<file path="config.mk">
export PLATFORM = sky130hd
export DESIGN_NAME = cfg_frame_rx
export DESIGN_NICKNAME = d
export VERILOG_FILES = /design/src/rtl/cfg_frame_rx.sv
export SDC_FILE = /design/constraint.sdc
export NUM_CORES = 1
export LEC_CHECK = 0
export ABC_CLOCK_PERIOD_IN_PS = 2000
export CORE_ASPECT_RATIO = 0.7
export CORE_MARGIN = 2
export CORE_UTILIZATION = 40
export CTS_CLUSTER_DIAMETER = 60
export DETAILED_ROUTE_END_ITERATION = 10
export GPL_TIMING_DRIVEN = 0
export PLACE_DENSITY = 0.68
export SLEW_MARGIN = 5
export SYNTH_ARGS = -nofsm -noshare
export SYNTH_HDL_FRONTEND = slang
export SYNTH_SLANG_ARGS = --single-unit
</file>
<file path="constraint.sdc">
create_clock -name clk_sys -period 2 [get_ports clk_sys]
set_input_delay 0.2 -clock clk_sys [delete_from_list [all_inputs] [get_ports clk_sys]]
set_output_delay 0.2 -clock clk_sys [all_outputs]
set_load 0.01 [all_outputs]
</file>
<file path="src/rtl/cfg_frame_rx.sv">
// cfg_frame_rx - upstream stage of the configuration-info parser.
//
// Captures one configuration frame from the serial-link byte stream into a
// local buffer and checks its length (and its CRC when CFG_CRC_CHK_EN is
// defined). An accepted payload is then replayed to the parser as a
// slink_cfg_dval/slink_cfg_data word stream that ends with a marker word.
// Until the first good frame has been replayed, cfg_req pulses every
// REQ_PERIOD idle cycles to ask the far end for configuration.
//
// Build option:
//   CFG_CRC_CHK_EN - frame carries 2 trailing CRC-16/CCITT bytes (high byte
//                    first) over the payload; a mismatch rejects the frame.
//
// Ports:
//   clk_sys, rst_sys_n          clock, async active-low reset
//   rx_dval/rx_sof/rx_eof       link byte qualifiers (sof/eof gated by dval)
//   rx_data[7:0]                link byte
//   slink_cfg_dval              replay word valid
//   slink_cfg_data[9:0]         [7:0] payload byte, [8] end marker, [9] 0
//   cfg_req                     one-cycle configuration request
//   cfg_got                     sticky, a good frame has been replayed
//   busy                        FSM not idle
//   frm_ok_cnt, frm_err_cnt     saturating accepted / rejected frame counts
module cfg_frame_rx #(
  parameter int PAYLOAD_LEN = 16,
  parameter int REQ_PERIOD  = 50000,
  parameter int PLAY_GAP    = 1
) (
  input  logic       clk_sys,
  input  logic       rst_sys_n,
  input  logic       rx_dval,
  input  logic       rx_sof,
  input  logic       rx_eof,
  input  logic [7:0] rx_data,
  output logic       slink_cfg_dval,
  output logic [9:0] slink_cfg_data,
  output logic       cfg_req,
  output logic       cfg_got,
  output logic       busy,
  output logic [7:0] frm_ok_cnt,
  output logic [7:0] frm_err_cnt
);

`ifdef CFG_CRC_CHK_EN
  localparam int FRAME_LEN = PAYLOAD_LEN + 2;
`else
  localparam int FRAME_LEN = PAYLOAD_LEN;
`endif
  localparam int AW = (FRAME_LEN > 1) ? $clog2(FRAME_LEN) : 1;
  localparam int TW = $clog2(REQ_PERIOD);
  localparam int GW = (PLAY_GAP > 0) ? $clog2(PLAY_GAP + 1) : 1;

  localparam logic [5:0]    FL    = 6'(FRAME_LEN);
  localparam logic [AW-1:0] RLAST = AW'(PAYLOAD_LEN - 1);
  localparam logic [TW-1:0] TTERM = TW'(REQ_PERIOD - 1);
  localparam logic [GW-1:0] GAP   = GW'(PLAY_GAP);

  localparam logic [2:0] IDLE  = 3'd0;
  localparam logic [2:0] RECV  = 3'd1;
  localparam logic [2:0] CHECK = 3'd2;
  localparam logic [2:0] PLAY  = 3'd3;
  localparam logic [2:0] MARK  = 3'd4;

  logic [2:0]    state;
  logic [5:0]    wptr;
  logic [AW-1:0] rptr;
  logic [GW-1:0] gap_cnt;
  logic [TW-1:0] req_tmr;
  logic [7:0]    frame_buf [FRAME_LEN];

  logic          sof_in, buf_we, crc_ok, good, ok_evt, err_evt, step_done;
  logic [AW-1:0] buf_wa;

  assign sof_in = rx_dval & rx_sof;
  assign busy   = (state != IDLE);

  // A sof always lands in slot 0; other bytes only while room remains, so
  // an over-long frame can never spill into the replayed region.
  assign buf_we = ((state == IDLE) && sof_in) ||
                  ((state == RECV) && rx_dval && (rx_sof || (wptr < FL)));
  assign buf_wa = rx_sof ? '0 : wptr[AW-1:0];

  always_ff @(posedge clk_sys) begin
    if (buf_we) frame_buf[buf_wa] <= rx_data;
  end

`ifdef CFG_CRC_CHK_EN
  logic [15:0] crc_q;

  function automatic logic [15:0] crc_upd(input logic [15:0] c, input logic [7:0] d);
    logic [15:0] r;
    r = c ^ {d, 8'h00};
    for (int i = 0; i < 8; i++) r = r[15] ? ((r << 1) ^ 16'h1021) : (r << 1);
    return r;
  endfunction

  // Running CRC over payload bytes only; the trailing CRC bytes are just
  // stored and compared in CHECK.
  always_ff @(posedge clk_sys or negedge rst_sys_n) begin
    if (!rst_sys_n) crc_q <= 16'hFFFF;
    else if (sof_in && (state == IDLE || state == RECV)) crc_q <= crc_upd(16'hFFFF, rx_data);
    else if (state == RECV && rx_dval && wptr < 6'(PAYLOAD_LEN)) crc_q <= crc_upd(crc_q, rx_data);
  end

  assign crc_ok = (crc_q == {frame_buf[AW'(PAYLOAD_LEN)], frame_buf[AW'(PAYLOAD_LEN + 1)]});
`else
  assign crc_ok = 1'b1;
`endif

  assign good    = (wptr == FL) && crc_ok;
  assign ok_evt  = (state == CHECK) && good;
  // Abort, stray sof and bad frame are OR-ed so coincident errors count once.
  assign err_evt = (sof_in && state != IDLE) || ((state == CHECK) && !good);

  // Replay pacing: one emit cycle (gap_cnt == 0) followed by PLAY_GAP idle cycles.
  assign step_done = (gap_cnt == GAP);

  always_ff @(posedge clk_sys or negedge rst_sys_n) begin
    if (!rst_sys_n) begin
      state       <= IDLE;
      wptr        <= '0;
      rptr        <= '0;
      gap_cnt     <= '0;
      cfg_got     <= 1'b0;
      frm_ok_cnt  <= '0;
      frm_err_cnt <= '0;
    end else begin
      if (ok_evt && frm_ok_cnt != 8'hFF)   frm_ok_cnt  <= frm_ok_cnt + 8'd1;
      if (err_evt && frm_err_cnt != 8'hFF) frm_err_cnt <= frm_err_cnt + 8'd1;
      case (state)
        IDLE: if (sof_in) begin
          wptr  <= 6'd1;
          state <= rx_eof ? CHECK : RECV;
        end
        RECV: if (rx_dval) begin
          if (rx_sof)              wptr <= 6'd1;
          else if (wptr != 6'd63)  wptr <= wptr + 6'd1;
          if (rx_eof)              state <= CHECK;
        end
        CHECK: begin
          rptr    <= '0;
          gap_cnt <= '0;
          state   <= good ? PLAY : IDLE;
        end
        PLAY: if (step_done) begin
          gap_cnt <= '0;
          if (rptr == RLAST) state <= MARK;
          else               rptr  <= rptr + 1'b1;
        end else gap_cnt <= gap_cnt + 1'b1;
        MARK: if (step_done) begin
          gap_cnt <= '0;
          cfg_got <= 1'b1;
          state   <= IDLE;
        end else gap_cnt <= gap_cnt + 1'b1;
        default: state <= IDLE;
      endcase
    end
  end

  // Request timer: frozen at 0 while a frame is in flight, stopped for good
  // once configured.
  always_ff @(posedge clk_sys or negedge rst_sys_n) begin
    if (!rst_sys_n) begin
      req_tmr <= '0;
      cfg_req <= 1'b0;
    end else if (cfg_got || busy) begin
      req_tmr <= '0;
      cfg_req <= 1'b0;
    end else if (req_tmr == TTERM) begin
      req_tmr <= '0;
      cfg_req <= 1'b1;
    end else begin
      req_tmr <= req_tmr + 1'b1;
      cfg_req <= 1'b0;
    end
  end

  // Decoded straight from state so the stream drops with reset, not a clock later.
  assign slink_cfg_dval = ((state == PLAY) || (state == MARK)) && (gap_cnt == '0);
  assign slink_cfg_data = !slink_cfg_dval ? 10'h000 :
                          (state == MARK) ? 10'h100 : {2'b00, frame_buf[rptr]};

endmodule

</file>
=== Yosys cells after proc, flatten, opt, wreduce, memory -nomap -nowiden ===
Memories as Yosys holds them, arrays and structs flattened.
Index checks and enable logic that the tools add are counted.

* Add/sub/neg operators: 6
* $lt $le $gt $ge: 1
* Eq/ne operators: 18
* Muxes and demuxes: 28
* Bitwise operators: 2
* Reduce and logical (&&, ||, !) cells: 25

{| class="wikitable"
|+ Operators with widths
! operator !! number
|-
| $mux W16 || 2
|-
| $mux W6 || 4
|-
| $mux W3 || 6
|-
| $mux W9 || 2
|-
| $add A16 B1 Y16 const B || 1
|-
| $add A8 B1 Y8 const B || 2
|-
| $eq A16 B16 Y1 const B || 1
|-
| $ne A8 B8 Y1 const B || 2
|-
| $pmux W3 S5 || 1
|-
| $ne A2 B2 Y1 const B || 7
|-
| $mux W4 || 3
|-
| $pmux W6 S2 || 1
|-
| $logic_and A1 B1 Y1 || 9
|-
| $pmux W4 S2 || 1
|-
| $add A6 B1 Y6 const B || 1
|-
| $eq A3 B2 Y1 const B || 2
|-
| $eq A6 B5 Y1 const B || 1
|-
| $lt A6 B5 Y1 const B || 1
|-
| $ne A6 B6 Y1 const B || 1
|-
| $reduce_and A6 Y1 || 1
|-
| $reduce_bool A2 Y1 || 3
|-
| $logic_or A1 B1 Y1 || 5
|-
| $mux W1 || 5
|-
| $add A4 B1 Y4 const B || 1
|-
| 16 further kinds || 17
|}

* Bits in registers: 48
* Bits in writable memories: 128
* Input port bits: 13
* Output and inout port bits: 30
* Logic and storage cells: 90
* Memories kept: 1

{| class="wikitable"
|+ Memories
! name !! depth !! bits a word !! rd ports !! clocked after Yosys merged registers in !! wr ports !! line !! RTL
|-
| frame_buf || 16 || 8 || 1 || 0 || 1 || 69 || <nowiki>logic [7:0] frame_buf [FRAME_LEN];</nowiki>
|}

=== Longest topological paths before layout ===
* Word-level depth: 6
* Gate-level depth with buffers: 7
* Depth with buffers taken out: 5

=== Worst setup path before layout ===
Ideal clock, no wire load.

* Path type: reg2reg
* Start point: register state[1]
* End point: memory frame_buf[12][0] (enable)
* Library setup time: 0.370 ns
* Data arrival time: 1.608 ns
* Data required time: 1.630 ns
* Setup slack: 0.022 ns
* Stages on the path, launching flop included: 7
* Path buffers: 2
* Period minus slack after synthesis: 1.978 ns
* Cell sequence: dfrtp_1 > buf_2 > nor2_1 > o211a_1 > clkbuf_1 > nand4_1 > nor2_1

* Longest elaborated chain between the ends: 6
* Elaborated cells on any way between the ends: 8
* Those cells by class: 1 x eq/ne; 2 x mux; 5 x reduce/logical

{| class="wikitable"
|+ Ends and longest elaborated chain
! item !! line !! RTL
|-
| start, declared || 64 || <nowiki>logic [2:0] state;</nowiki>
|-
| start signal, assigned || 133 || <nowiki>state <= rx_eof ? CHECK : RECV;</nowiki>
|-
| start signal, assigned || 143 || <nowiki>state <= good ? PLAY : IDLE;</nowiki>
|-
| $eq A3 B1 Y1 || 80 || <nowiki>((state == RECV) && rx_dval && (rx_sof || (wptr < FL)));</nowiki>
|-
| $logic_and A1 B1 Y1 (2 in series) || 80 ||
|-
| $logic_or A1 B1 Y1 * || 79 || <nowiki>assign buf_we = ((state == IDLE) && sof_in) ||</nowiki>
|-
| $mux W1 * || 84 || <nowiki>if (buf_we) frame_buf[buf_wa] <= rx_data;</nowiki>
|-
| $mux W1 (not written as such) * || 84 ||
|-
| end, declared || 69 ||
|}

Mark *: on every way between the ends. The rest lies on a longest branch, timed or not.

=== Worst setup path in the final report ===
* Start point: register rptr[1]
* End point: output slink_cfg_data[4]

* Longest elaborated chain between the ends: 3

{| class="wikitable"
|+ Ends and longest elaborated chain
! item !! line !! RTL
|-
| start, declared || 66 || <nowiki>logic [AW-1:0] rptr;</nowiki>
|-
| start signal, assigned || 148 || <nowiki>else rptr <= rptr + 1'b1;</nowiki>
|-
| $mem_v2 Z16 W8 || - ||
|-
| $mux W9 || 181 || <nowiki>(state == MARK) ? 10'h100 : {2'b00, frame_buf[rptr]};</nowiki>
|-
| $mux W9 || 180 || <nowiki>assign slink_cfg_data = !slink_cfg_dval ? 10'h000 :</nowiki>
|-
| end, declared || 36 || <nowiki>output logic [9:0] slink_cfg_data,</nowiki>
|}

No other way between the ends.

==> reports/results.txt <==
Hold timing on the final database bottoms out at a slack of 216 ps. Each instance of the synthesized netlist takes up on average 15.4 um^2. Insertion delay of the later-clocked pin in the worst-skew pair: 440 ps.

The tools report the first-iteration detailed-routing DRC count as 358. The logs give 614 for the count of nets after finishing and 17 for the number of buffers created by CTS. The total global-route track usage was 18.2%; the number of antenna repair diodes was 0. The final reports fail on negative setup slack.

The run gives 4815 as the vias after detailed routing. The most frequent cell after synthesis was sky130_fd_sc_hd__edfxtp_1. The number of slew-limit violations in the final report is 0, and the proportion of netlist area held by the largest area contributor is 50.5%. By area the synthesized netlist is led by sky130_fd_sc_hd__edfxtp_1 50%, sky130_fd_sc_hd__dfrtp_1 16%, sky130_fd_sc_hd__mux4_2 9.8%.

Global routing used 28.6% of the available met2 tracks. Global routing used 4.05% of the available met3 tracks. The synthesized netlist occupies a cell area of 7610 um^2. The first TritonRoute pass finished after 5 iterations.

The minimum period implied by the final worst setup slack was 2480 ps. At the end of routability-driven placement, the weighted congestion stood at 0.878. The post-synthesis instance total was 495; the total power density per cell area was 1050 nW/um^2. The maximum clock path buffer count came out at 2. Clock skew on the completed layout was measured at 12.1 ps. The global routing stage identified its most utilized layer as met2. Of all nets on the critical path, the largest fanout is 7. Number of hold violations in the final report: 0. The signal on the critical path passes through buf_8 > buf_12 > buf_12 > buf_12 > mux4_2 > mux2i_1 > a211oi_2 > buf_2. The initial antenna violation count came out at 0. From bottom edge to top edge, the die measures 119 um. Once the floorplan was initialized, standard cells occupied 40.6% of the core. The slowest stage of the critical path is the sky130_fd_sc_hd__dfrtp_1 cell. Setup violations remaining at the end of the flow were counted as 8. The tools report the number of max-cap violations as 0.

For this run, the register share of the synthesized area comes to 66.3%. The required time at the worst-slack endpoint was 1800 ps. Number of global-route vias before repair: 4851. TritonCTS built the clock tree. Summed over all layers, the global routing overflow is 0. STA classifies the critical path endpoint as an output port. The worst-case setup margin in the final layout was -480 ps.

The met1 layer usage reported by global route was 25.2%. For this design the total switching power over the nets is 0.00312 W. The path class of the tightest hold or removal check is primary input to async pin.

The post-detailed-route DRC marker count was 0. In this run the remaining antenna-violating nets after routing total 0. The final layout contains routed wiring with a total length of 17700 um. The tightest slew margin relative to the limit was 35.4%. Across the VDD grid, the largest voltage drop is 554 uV.

In the final layout, the share of cells above drive strength 1 is 33.4%. The largest stage delay on the critical path works out to 400 ps. The start-to-end type of the worst setup path is flip-flop to output port.

The internal power of the cells totals 0.00720 W. Net switching is 30.2% of the power. Data arrives at the worst endpoint at 2280 ps.

The port buffer count was 41. The cell at the root of the clock tree was sky130_fd_sc_hd__clkbuf_16. The die footprint is 20200 um^2. Using the TritonRoute via totals, the vias-per-cell ratio works out to 5.66. STA classifies the critical path startpoint as a flip-flop.

For this design the static power due to leakage is 3.44 nW. For the number of warnings issued by yosys, the log shows 0. For the depth of the CTS H-tree, the log shows 4. The run finished, with violations left.

For this run, asynchronously set or reset flops after synthesis account for 27.3%. After detailed routing, the average wire length per cell comes to 20.8 um. After synthesis, the netlist uses 55 different library cells. Once detailed placement completed, the half-perimeter wirelength came to 10600 um. For this run, the leading register cell type out of synthesis is sky130_fd_sc_hd__edfxtp_1. The most used cell along the critical path is sky130_fd_sc_hd__buf_12. In this run, flip-flops and latches consume 41.9% of the power. Register clock-pin slew on the reported worst setup and hold paths: 80 ps. The die boundary width was 169 um. In the synthesized netlist, the cells that appear most often are 128 x sky130_fd_sc_hd__edfxtp_1, 48 x sky130_fd_sc_hd__dfrtp_1, 47 x sky130_fd_sc_hd__nor2_1. At the pin with the least slew margin, the transition time is 970 ps. From synthesis to final layout, the design area changed by 29.3%. Counting every net in the synthesized netlist gives 514. The register bit total from synthesis is 176. The run gives 27200 um as the first-pass GRT wire length. Summed over all failing endpoints, the final setup total negative slack is -3420 ps. The cell accounting for the most synthesized area was sky130_fd_sc_hd__edfxtp_1. Entering global routing, the biggest net connects 34 pins. In this run the standard cell core region covers 18800 um^2. The post-route fraction of the period consumed by the critical path was 124%. The clock net sink count was 176. The synthesized design contains 128 enable-type register cells.

Per report_power, the combinational group accounts for 27.8% of the total. 43 I/O pins were placed. Based on the critical path, the design can be clocked at up to 403 MHz. Setup repair after global routing could not meet its margin everywhere.

For the number of cell rows, the log shows 42. The clock share of power is 30.3%.
-- cells by family (layout without fill, tap and decap cells) --
| logic type | after synthesis | after routing | share of synthesized area [%] |
|---|---|---|---|
| flip-flops | 176 | 176 | 66.3 |
| AO/OA/AOI/OAI | 47 | 47 | 4.54 |
| AND/OR/NAND/NOR | 153 | 154 | 10.8 |
| multiplexers | 50 | 50 | 12.1 |
| adder cells (fa/ha/maj) | 6 | 6 | 0.986 |
| other | 1 | 1 | 0.0492 |
| XOR/XNOR | 25 | 25 | 2.88 |
| buffers and inverters | 37 | 149 | 2.43 |
-- final timing paths --
path | end | cells past startpoint | slack, ps | from
min | wptr[0]$_DFFE_PN0P_ | 2 | 220 | rst_sys_n
min in group clk_sys | state[1]$_DFFE_PN0P_ | 3 | 400 | rx_eof
max | slink_cfg_data[4] | 8 | -480 | rptr[1]$_DFFE_PN0P_
max in group asynchronous | req_tmr[14]$_DFF_PN0_ | 3 | 1270 | rst_sys_n
max reg2reg | frame_buf[14][2]$_DFFE_PP_ | 6 | 0 | wptr[4]$_DFFE_PN0P_
min reg2reg | cfg_got$_DFFE_PN0P_ | 1 | 490 | cfg_got$_DFFE_PN0P_
-- routing by layer --
metal / wire length (um) / up-vias
li1: - / 2126
met1: 7700 / 2508
met2: 8810 / 153
met3: 928 / 28
met4: 265 / 0
met5: 0 / -
-- power by group through the flow --
| stage | clock network [W] | registers (W) | logic (W) |
|---|---|---|---|
| floorplan | 0 | 0.00437 | 0.00128 |
| global placement | 0 | 0.00436 | 0.00194 |
| detailed placement | 0 | 0.00438 | 0.00199 |
| CTS | 0.00316 | 0.00431 | 0.00275 |
| global route | 0.00333 | 0.00435 | 0.00305 |
| finish | 0.00313 | 0.00432 | 0.00287 |
-- cell usage in the layout, fill, tap and decap left out, types with 5 or more instances in the layout --
cell / Yosys / final
sky130_fd_sc_hd__nand2_1: 18 / 17
sky130_fd_sc_hd__xnor2_1: 11 / 11
sky130_fd_sc_hd__clkbuf_2: 0 / 5
sky130_fd_sc_hd__clkbuf_16: 0 / 18
sky130_fd_sc_hd__edfxtp_1: 128 / 128
sky130_fd_sc_hd__mux2i_4: 0 / 5
sky130_fd_sc_hd__buf_4: 6 / 30
sky130_fd_sc_hd__nor2b_1: 10 / 5
sky130_fd_sc_hd__ha_1: 6 / 6
sky130_fd_sc_hd__mux4_2: 33 / 33
sky130_fd_sc_hd__nor2_1: 47 / 28
sky130_fd_sc_hd__nand3_1: 16 / 16
sky130_fd_sc_hd__nor2_4: 0 / 16
sky130_fd_sc_hd__nor2b_4: 0 / 5
sky130_fd_sc_hd__nor4_1: 7 / 5
sky130_fd_sc_hd__a211oi_2: 0 / 12
sky130_fd_sc_hd__mux2i_1: 12 / 5
sky130_fd_sc_hd__nand4_1: 12 / 12
sky130_fd_sc_hd__a21oi_1: 6 / 6
sky130_fd_sc_hd__xor2_1: 14 / 14
sky130_fd_sc_hd__buf_6: 2 / 5
sky130_fd_sc_hd__dfrtp_1: 48 / 46
sky130_fd_sc_hd__buf_12: 0 / 17
sky130_fd_sc_hd__inv_1: 10 / 10
sky130_fd_sc_hd__nor3_1: 14 / 11
sky130_fd_sc_hd__buf_2: 7 / 12
sky130_fd_sc_hd__clkdlybuf4s50_1: 0 / 29
-- stage by stage --
step / utilization (%) / instance area [um^2] / std cells / power, W / setup WS [ps]
global route: 52.5 / 9840 / 850 / 0.0107 / -504
global placement: 44.4 / 8330 / 778 / 0.00630 / -927
detailed placement: 44.5 / 8340 / 779 / 0.00637 / -1030
CTS: 51.6 / 9690 / 841 / 0.0102 / -495
finish: 52.5 / 9840 / 850 / 0.0103 / -480
floorplan: - / 7610 / 495 / 0.00565 / 21.6
-- state kept, by name, summed over array words and instances, names as in the netlist --
register,count
req_tmr,16
gap_cnt,1
frm_err_cnt,8
cfg_req,1
rptr,4
frame_buf,128
state,3
wptr,6
cfg_got,1
frm_ok_cnt,8
-- critical path: cells and delay by family, from the launching register on --
family	cells	cell delay, ps
buffers and inverters	5	710
muxes	2	600
DFF	1	400
AOI/OAI and AO/OA	1	120
-- final cells by class --
type / instances / area [um^2]
inverter: 10 / 37.5
clock inverter: 15 / 126
sequential: 176 / 5050
timing repair buffer: 82 / 868
tap: 242 / 303
multi-input combinational: 283 / 2800
buffer: 25 / 240
clock buffer: 17 / 425
fill: 1404 / 8920
-- repair_timing --
item	in CTS	in global routing
pin swaps	26	11
hold endpoints to repair	15	0
hold buffers	1	0
gates cloned	2	1
setup endpoints to repair	139	89
setup buffers	29	8
gates resized for setup	153	17
Power figures use the tool's default switching activity.
